$ cat src/rtl/tensor_index_iter.sv
// -----------------------------------------------------------------------------
// tensor_index_iter
//
// Address generator for the tensor write/assign engine. A start pulse captures
// the tensor configuration. The block then walks every element in row-major
// order, with dim RANK-1 changing fastest. Each element produces one
// valid/ready beat that carries:
//   - the flat element number,
//   - the per-dimension index,
//   - the storage offset, base + sum(idx[d]*stride[d]) mod 2^OFFW.
//
// Ports
//   clk, rst     clock; synchronous active-high reset
//   start        one-cycle request; cfg_* sampled in the same cycle (IDLE only)
//   cfg_shape    RANK x DIMW shape, dim d at [d*DIMW +: DIMW]
//   cfg_stride   RANK x OFFW two's-complement stride, same packing
//   cfg_base     starting offset
//   busy         high while an iteration is in progress, through the done cycle
//   out_valid    beat valid
//   out_ready    downstream accepts the beat
//   out_offset   storage offset of the current element
//   out_index    per-dimension index, same packing as cfg_shape
//   out_nth      flat element number, 0-based
//   out_last     final beat of the iteration
//   done         one-cycle completion pulse
// -----------------------------------------------------------------------------
module tensor_index_iter #(
   parameter int RANK = 4,
   parameter int DIMW = 16,
   parameter int OFFW = 32,
   parameter int NW   = 32
) (
   input  logic                 clk,
   input  logic                 rst,
   input  logic                 start,
   input  logic [RANK*DIMW-1:0] cfg_shape,
   input  logic [RANK*OFFW-1:0] cfg_stride,
   input  logic [OFFW-1:0]      cfg_base,
   output logic                 busy,
   output logic                 out_valid,
   input  logic                 out_ready,
   output logic [OFFW-1:0]      out_offset,
   output logic [RANK*DIMW-1:0] out_index,
   output logic [NW-1:0]        out_nth,
   output logic                 out_last,
   output logic                 done
);

   typedef enum logic [1:0] {
      S_IDLE  = 2'd0,
      S_RUN   = 2'd1,
      S_FLUSH = 2'd2
   } state_t;

   state_t          r_state;
   state_t          w_state_next;

   // Latched configuration.
   logic [DIMW-1:0] r_shape  [RANK];
   logic [OFFW-1:0] r_stride [RANK];

   // Odometer state. r_row[d] holds base + sum over j<=d of idx[j]*stride[j],
   // which is the offset with every dim faster than d at zero. The current
   // offset is therefore r_row[RANK-1]. When dim k steps, it adds its own
   // stride, and every faster dim (which wraps to 0) copies dim k's new row
   // value. This keeps the offset exact without any multiplier.
   logic [DIMW-1:0] r_idx [RANK];
   logic [OFFW-1:0] r_row [RANK];
   logic [NW-1:0]   r_nth;

   logic [RANK-1:0] w_wrap;      // dim d sits at its final index
   logic [RANK-1:0] w_step;      // dim d changes on the next advance
   logic            w_all_wrap;  // current beat is the last one
   logic            w_any_zero;  // requested shape contains an empty dim
   logic            w_accept;
   logic            w_xfer;
   logic [OFFW-1:0] w_row_next [RANK];

   assign w_accept = (r_state == S_IDLE) && start;
   assign w_xfer   = (r_state == S_RUN) && out_ready;

   always_comb begin
      for (int d = 0; d < RANK; d++) begin
         w_wrap[d] = (r_idx[d] == r_shape[d] - DIMW'(1));
      end
   end

   // Carry ripples from the fastest dim toward dim 0. A dim steps only when
   // every faster dim is wrapping.
   always_comb begin : carry_chain
      logic v_carry;
      // NOTE: blocking assignments inside always_comb are correct; v_carry
      // must update in order as the loop walks the dims.
      v_carry = 1'b1;
      w_step  = '0;
      for (int d = RANK - 1; d >= 0; d--) begin
         w_step[d] = v_carry;
         v_carry   = v_carry & w_wrap[d];
      end
      w_all_wrap = v_carry;
   end

   // Next row-start values. The dim that increments adds its stride, and
   // each faster dim that wraps inherits the value from the dim above it.
   always_comb begin : row_chain
      logic [OFFW-1:0] v_prev;
      logic [OFFW-1:0] v_val;
      v_prev = r_row[0];
      for (int d = 0; d < RANK; d++) begin
         v_val = r_row[d];
         if (w_step[d] && !w_wrap[d]) begin
            v_val = r_row[d] + r_stride[d];
         end else if (w_step[d]) begin
            v_val = v_prev;
         end
         w_row_next[d] = v_val;
         v_prev        = v_val;
      end
   end

   always_comb begin
      w_any_zero = 1'b0;
      for (int d = 0; d < RANK; d++) begin
         if (cfg_shape[d*DIMW +: DIMW] == '0) begin
            w_any_zero = 1'b1;
         end
      end
   end

   // Next-state and control outputs.
   always_comb begin
      // NOTE: every output gets a default first, so no path leaves a
      // variable unassigned and no latch is inferred.
      w_state_next = r_state;
      busy         = 1'b0;
      out_valid    = 1'b0;
      out_last     = 1'b0;
      done         = 1'b0;
      unique case (r_state)
         S_IDLE: begin
            if (start) begin
               w_state_next = w_any_zero ? S_FLUSH : S_RUN;
            end
         end
         S_RUN: begin
            busy      = 1'b1;
            out_valid = 1'b1;
            out_last  = w_all_wrap;
            if (out_ready && w_all_wrap) begin
               w_state_next = S_FLUSH;
            end
         end
         S_FLUSH: begin
            busy         = 1'b1;
            done         = 1'b1;
            w_state_next = S_IDLE;
         end
         default: w_state_next = S_IDLE;
      endcase
   end

   // Configuration storage is only read after a start has loaded it.
   // NOTE: these registers carry no reset on purpose; their contents are
   // don't-care until the first accepted start overwrites them.
   always_ff @(posedge clk) begin
      if (w_accept) begin
         for (int d = 0; d < RANK; d++) begin
            r_shape[d]  <= cfg_shape[d*DIMW +: DIMW];
            r_stride[d] <= cfg_stride[d*OFFW +: OFFW];
         end
      end
   end

   // State and datapath.
   always_ff @(posedge clk) begin
      if (rst) begin
         // NOTE: sequential state uses non-blocking assignments only.
         r_state <= S_IDLE;
         r_nth   <= '0;
         for (int d = 0; d < RANK; d++) begin
            r_idx[d] <= '0;
            r_row[d] <= '0;
         end
      end else begin
         r_state <= w_state_next;
         if (w_accept) begin
            r_nth <= '0;
            for (int d = 0; d < RANK; d++) begin
               r_idx[d] <= '0;
               r_row[d] <= cfg_base;
            end
         end else if (w_xfer && !w_all_wrap) begin
            r_nth <= r_nth + NW'(1);
            for (int d = 0; d < RANK; d++) begin
               if (w_step[d]) begin
                  r_idx[d] <= w_wrap[d] ? '0 : r_idx[d] + DIMW'(1);
               end
               r_row[d] <= w_row_next[d];
            end
         end
      end
   end

   assign out_offset = r_row[RANK-1];
   assign out_nth    = r_nth;

   for (genvar g = 0; g < RANK; g++) begin : g_index
      assign out_index[g*DIMW +: DIMW] = r_idx[g];
   end

endmodule

$ cat config.mk
export PLATFORM = sky130hd
export DESIGN_NAME = tensor_index_iter
export DESIGN_NICKNAME = d
export VERILOG_FILES = /design/src/rtl/tensor_index_iter.sv
export SDC_FILE = /design/constraint.sdc
export NUM_CORES = 1
export LEC_CHECK = 0
export CAP_MARGIN = 20
export CORE_ASPECT_RATIO = 1.2
export CORE_MARGIN = 10
export CORE_UTILIZATION = 52
export CTS_BUF_LIST = sky130_fd_sc_hd__clkbuf_2
export DETAILED_ROUTE_END_ITERATION = 16
export GPL_TIMING_DRIVEN = 0
export PLACE_DENSITY = 0.87
export RECOVER_POWER = 25
export SYNTH_ARGS = -nofsm -noshare
export SYNTH_HDL_FRONTEND = slang
export SYNTH_SLANG_ARGS = --single-unit
$ cat constraint.sdc
create_clock -name clk -period 7.35 [get_ports clk]
set_input_delay 1.1025 -clock clk [delete_from_list [all_inputs] [get_ports clk]]
set_output_delay 1.1025 -clock clk [all_outputs]
set_load 0.005 [all_outputs]
; Word level (Yosys, flattened, before mapping)
; Memory sizes are Yosys's and may differ from the RTL's.
; Index checks and enable logic that the tools add are counted.
[word_totals]
register_bits = 34
ramBits = 384
in_bits = 228
memories = 4
[op_classes]
n_addsub = 13
eq_ne = 8
muxes = 63
bitwise_logic = 19
n_reduce_logical = 19
[mem_list]
columns = name, words, width, rd, rd_ports_with_merged_regs, wr, line_no
row1 = r_row, 4, 32, 4, 0, 4, 68  ; logic [OFFW-1:0] r_row [RANK];
row2 = r_stride, 4, 32, 4, 0, 4, 60  ; logic [OFFW-1:0] r_stride [RANK];
row3 = r_idx, 4, 16, 4, 0, 4, 67  ; logic [DIMW-1:0] r_idx [RANK];
row4 = r_shape, 4, 16, 4, 0, 4, 59  ; logic [DIMW-1:0] r_shape [RANK];
[ops]
columns = operator, n
row1 = $mux 32, 14
row2 = $mux 16, 12
row3 = $add 32x32->32, 4
row4 = $add 16x1->16 const B, 4
row5 = $eq 16x16->1, 4
row6 = $logic_not 16->1, 4
row7 = $sub 16x1->16 const B, 4
row8 = $mux 1, 33
row9 = $add 32x1->32 const B, 1
row10 = $or 1x1->1, 16
row11 = $logic_and 1x1->1, 7
row12 = $mux 2, 3
row13 = $logic_not 1->1, 4
row14 = $pmux 2 s2, 1
row15 = $reduce_or 2->1, 2
row16 = $and 1x1->1, 3
row17 = $eq 2x1->1 const B, 1
row18 = $eq 2x2->1 const B, 1
row19 = $logic_not 2->1, 1
row20 = $ne 2x1->1 const B, 1
row21 = $ne 2x2->1 const B, 1
row22 = $reduce_and 2->1, 1

; Logic depth before layout (Yosys ltp)
; Gate-level depths: netlist of the first run.
; An unclocked memory read counts as a cell.
[depth]
word_depth = 13
ltp_mapped = 16
mapped_depth_nobuf = 13

; Worst setup path before layout of the first run
; OpenSTA, ideal clock, no wires.
[synth_timing]
path_type = input port to flip-flop
start = input port start
end = memory r_idx[3][0], enable pin
arrival_ns = 7.474
required_time_ns = 6.910
slack_ns = -0.564
cell_stages = 4
n_path_buf = 0
path_cell_list = nand2_1 inv_1 nor2_1 nand2_1
[synth_rtl]
columns = item, line_no
row1 = start: declaration, 35  ; input logic start,
row2 = end: declaration, 67

==> results of run 1 <==
## cells by family after synthesis
family	count (synthesis)	share of synthesized area, %
xor+xnor	243	8.10
fa+ha+maj	140	6.78
buf+inv	142	2.20
compound gates	702	17.6
mux	54	2.16
flops	418	45.9
simple gates	908	17.3
## metal layers
layer / vias to the layer above / global-route usage [%]
li1: 10920 / -
met1: 11235 / 35.7
met2: 1298 / 48.6
met3: 262 / 6.47
met4: 4 / 17.0
met5: - / 0
## cell type report
class	count	area [um^2]
diodes	11	27.5
plain buffers	80	345
clock buffers	149	746
clock inverters	43	340
fillers	4032	18200
inverters	62	234
multi-input cells	2047	13700
flip-flops and latches	418	12100
well taps	644	806
repair buffers	365	3700
## flip-flops by register name, indices dropped and copies added, names as in the netlist
name,count
r_shape,64
r_idx,64
r_state,2
r_stride,128
out_nth,32
r_row,128
## per-stage QoR
stage                     instance area (um^2)  TNS [ps]  std cells
after detailed placement                 30800         0       3616
after CTS                                31900         0       3808
final                                    31900         0       3819
after global placement                   30700   -473370       3610
after global routing                     31900         0       3818
after floorplan                          26300         0       2607
## power by group
group / leakage (uW) / internal (uW) / switching [uW]
sequential: 0.00415 / 2880 / 218
clock: 0.000785 / 768 / 1050
combinational: 0.00719 / 875 / 1220
total: 0.0121 / 4520 / 2490
## layout by cell type, fill, tap and decap left out, types with 42 or more instances in the layout
master             n
dfxtp_1           50
xor2_1           102
nor3_1            50
mux2i_1           42
o21ai_0          175
xnor2_1          141
a21o_1            58
clkbuf_2         149
clkdlybuf4s50_1  167
o211ai_1          46
ha_1             136
nand3_1          100
edfxtp_1         368
nor2_1           226
a21oi_1          158
nand4_1           46
nand2_1          236
inv_1             61
dlygate4sd3_1    192
clkbuf_1          53
## critical path, cell delays in order, from the launching register on
cell	delay, ps
edfxtp_1	500
or4_1	600
or3_1	360
a2111o_1	460
a22oi_1	320
nand4_1	630
inv_1	340
nand3_1	270
nor4b_1	510
clkdlybuf4s50_1	600
## worst paths after layout
check,start,to,slack [ps],depth (start not counted)
max reg2reg,r_shape[1][0],r_idx[1][1],1680,11
max,r_shape[3][8],out_last,470,9
min reg2reg,out_nth[19],out_nth[19],540,2
min,cfg_stride[86],r_stride[2][22],540,1
==> reports/results.ini, run 1 <==
[status]
status = finished, violations left
failed_checks = capacitance limit, slew limit

[grt]
gr-total-overflow = 0
grt_pass1_vias = 23416
antenna_found_initial = 14
grt_pass1_wl_um = 137000
grt_max_degree = 49
grtUsageTotal_pct = 29.7

[cells_and_area]
drive_gt1_share_pct = 8.03
syn2layout_area_growth_pct = 21.5
final_core_util_pct = 63.7
nNetsFinal = 3446

[placed_design]
hpwl_um = 71600
finalWeightedCongestion = 1.00
portBuffers = 359
dp_slack_ps = 1750

[yosys]
synth_top_area_cell = edfxtp_1
synth_flop_cell = edfxtp_1
synthDistinctLibCells = 94
netlist_instances = 2607
synth_top_area_share_pct = 42.1
synth-seq-area-share_pct = 45.9
yosysWarnings = 0
synth_nets = 2975
netlist_area_um2 = 26300
synth.most_common_cell = edfxtp_1
synth_edf_count = 368
netlist_top_cells_area = edfxtp_1 42%, ha_1 6.5%, xnor2_1 4.7%
synth_commonest_cells = 368 x edfxtp_1, 239 x nand2_1, 226 x nor2_1
ys_seq_elements = 418
ys_async_sr_fraction_pct = 0
syn_avg_cell_area_um2 = 10.1

[drt]
top_layer = met5
drc_errors = 0
ant_nets = 0
dr.pass1.iters = 7
wire_per_inst_um = 24.2
dr_wl_met3_um = 8910
met1_length_um = 34900
postRouteWirelength_um = 92400
first_iter_violations = 2525
vias_per_cell = 6.21
wl_met2_um = 43600
vias = 23719

[clocking]
cts_made_buffers = 104
cts_resized = 0
clk_pin_slew_ps = 110
clk_path_buf_depth = 3
numClockSinks = 418
cts-htree-levels = 3
tritoncts = done
clk_latency_ps = 1190
cts_setup_buffers = 0
ctsHoldBuffers = 0
clock-root-buffer = clkbuf_2

[worst_setup_path]
arrival_ps = 5770
crit_fanout = 9
worstSetupEndpointType = output port
crit_required_ps = 6250
critPathLaunchType = register
criticalPathCategory = register to output port

[sta]
rsz0062_at_grt = no
fin_crit_ps = 6880
drv_slew = 33
tightest_slew_ps = 1840
fmax_mhz = 145
hold_ws_ps = 539
hold_viol = 0
slew_headroom_pct = -22.7
clock_skew_ps = 71.9
postLayoutSetupSlackWorst_ps = 474
period_share_pct = 93.5
setup_viol = 0

[min_path]
hold_path.class = input pin to register

[die]
dieHeight_um = 266
fp.dieW_um = 225
rows = 90
num_io_pins = 360
coreArea_um2 = 50100
dieArea_um2 = 60000
initial_core_util_pct = 52.4

[power]
ir_drop_mv = 0.156
power.leakage_uw = 0.0121
p_total_uw = 7010
p_per_area_nw_per_um2 = 220

[flow_run]
maxCapViolCount = 1

No activity file was read; power rests on OpenSTA's default activity.
==> inputs of run 2 (changes only) <==
- CORE_MARGIN: 10 -> 5
==> run 2 against run 1 <==
Effect of this change: the flow still finishes with violations (capacitance limit, slew limit); utilization decreased by 0.28 points; register-to-register slack got worse by 60 ps; fmax increased by 2.8%; sequential power about the same; flip-flop and latch count unchanged; clock-buffer cell count decreased by 11; total power decreased by 2.2%; die area decreased by 8.0%; global-route usage increased by 1.7 points; largest cell class unchanged.
==> reports/results.ini, run 2 (synthesis results as in run 1) <==
[worst_setup_path]
worst-path-buf-inv = 2  ; unchanged
max_stage_delay_ps = 640  ; about the same
crit_required_ps = 6250  ; about the same
critical-path-top-delay-family = simple AND/OR/NAND/NOR gates
cp_slowest_cell = nand4_1
path_depth = 9  ; unchanged
crit_start = r_shape[3][8]
endpoint = out_last
critPathLaunchType = register
r2r-end = r_idx[1][8]
criticalPathCategory = register to output port
worst-r2r-cell-count = 12  ; +1
arrival_ps = 5590  ; -180 ps
r2r_setup_slack_ps = 1620  ; -60 ps
cp_cell_sequence = or4_1, or3_1, a2111o_1, a22oi_1, nand4_1, inv_1, nand3_1, nor4b_1, clkdlybuf4s50_1
worstSetupEndpointType = output port
crit_fanout = 9  ; unchanged
r2r_start = r_shape[0][0]

[drt]
ant_nets = 0  ; unchanged
vias_per_cell = 6.26  ; +0.78%
postRouteWirelength_um = 90900  ; -1.6%
drc_errors = 0  ; unchanged
first_iter_violations = 2549  ; +0.95%
vias = 23922  ; +0.86%
wire_per_inst_um = 23.8  ; -1.7%
dr.pass1.iters = 6  ; -1

[power]
ir_drop_mv = 0.143  ; -8.5%
power.leakage_uw = 0.0121  ; -0.62%
p_per_area_nw_per_um2 = 216  ; -1.8%

[grt]
grt_max_degree = 49  ; unchanged
grt_pass1_vias = 23272  ; -0.61%
grt_pass1_wl_um = 136000  ; -0.87%
grtUsageTotal_pct = 31.4  ; +1.7 points
gr-total-overflow = 0  ; unchanged
antenna_found_initial = 13  ; -1

[status]
status = finished, violations left
failed_checks = capacitance limit, slew limit

[clocking]
cts_made_buffers = 105  ; +0.96%
cts-htree-levels = 3  ; unchanged
clk_pin_slew_ps = 110  ; about the same
numClockSinks = 418  ; unchanged
tritoncts = done
cts_resized = 0  ; unchanged
ctsHoldBuffers = 0  ; unchanged
cts_setup_buffers = 0  ; unchanged
clk_path_buf_depth = 3  ; unchanged
clock-root-buffer = clkbuf_2
clk_latency_ps = 1150  ; -40 ps

[sta]
hold_ws_ps = 531  ; -7.51 ps
drv_slew = 130  ; +290%
tightest_slew_ps = 2680  ; +838 ps
fin_crit_ps = 6690  ; -185 ps
hold_viol = 0  ; unchanged
fmax_mhz = 149  ; +2.8%
slew_headroom_pct = -78.5  ; -56 points
rsz0062_at_grt = no
clock_skew_ps = 79.1  ; +7.21 ps
period_share_pct = 91.0  ; -2.5 points
setup_viol = 0  ; unchanged

[cells_and_area]
final_cells = 3822  ; +0.079%
syn2layout_area_growth_pct = 20.9
nNetsFinal = 3446  ; unchanged
drive_gt1_share_pct = 7.70  ; -0.33 points
top_regs = r_row: 128 flops, r_stride: 128 flops
mostFrequentLayoutCell = edfxtp_1
most-common-layout-cells = 368 x edfxtp_1, 236 x nand2_1, 226 x nor2_1

[die]
initial_core_util_pct = 52.4  ; unchanged
dieArea_um2 = 55100  ; -8.0%
coreArea_um2 = 50100  ; unchanged
num_io_pins = 360  ; unchanged
dieHeight_um = 256  ; -3.8%
fp.dieW_um = 215  ; -4.4%
rows = 90  ; unchanged

[placed_design]
finalWeightedCongestion = 0.991  ; -1.4%
dp.cells = 3615  ; -0.028%
hpwl_um = 70200  ; -2.0%
portBuffers = 359  ; unchanged

[min_path]
hold_path.class = register to register

[flow_run]
maxCapViolCount = 3  ; +2

==> run 2: cell types whose count changed in the layout (fill, tap and decap cells not counted), moves of 2 or more <==
cell and delta:
clkinv_2 +9, diode_2 -2, clkbuf_1 +2, buf_12 -3, bufinv_16 -4, clkinv_1 +13
clkbuf_2 -11
==> run 2: layer usage <==
metal,up-vias,track usage (%),wire length [um]
met2,1350,52.4,43200
met1,11426,40.9,35600
li1,10925,-,-
met3,213,6.05,8620
met5,-,0,48
met4,8,12.1,3460
==> run 2: how the worst min path moves through the flow <==
stage | start | endpoint | depth (start not counted)
2_1_floorplan | out_nth[19] | out_nth[19] | 2
3_3_place_gp | out_nth[19] | out_nth[19] | 2
3_5_place_dp | out_nth[26] | out_nth[26] | 2
4_1_cts | cfg_stride[91] | r_stride[2][27] | 1
5_1_grt | cfg_stride[99] | r_stride[3][3] | 1
6_report | out_nth[19] | out_nth[19] | 2
==> run 2: tightest hold or removal path, delay by kind of cell, from the launching register on <==
kind / cells / cell delay (ps)
AOI/OAI and AO/OA: 2 / 150
DFF: 1 / 350
==> run 2: cell type report <==
| cell class | instances | area [um^2] |
|---|---|---|
| clock buffers | 138 | 691 |
| multi-input cells | 2047 | 13700 |
| fillers | 4083 | 18300 |
| diodes | 9 | 22.5 |
| flip-flops and latches | 418 | 12100 |
| well taps | 644 | 806 |
| repair buffers | 364 | 3650 |
| plain buffers | 80 | 345 |
| inverters | 62 | 234 |
| clock inverters | 60 | 310 |
==> run 2: power by group <==
part | total, uW | internal, uW | switching, uW
registers | 3100 | 2890 | 214
logic | 2090 | 867 | 1220
clock network | 1670 | 606 | 1060
total | 6860 | 4360 | 2500
==> run 2: through the flow <==
step / setup slack (ps) / instance area (um^2) / total power, uW / utilization [%] / TNS [ps]
global route: 517 / 31800 / 7210 / 63.4 / 0
finish: 659 / 31800 / 6860 / 63.4 / 0
CTS: 670 / 31800 / 6850 / 63.5 / 0
floorplan: 529 / 26300 / 4450 / - / 0
global placement: -2740 / 30700 / 5150 / 61.2 / -436870
detailed placement: 1750 / 30800 / 5200 / 61.5 / 0
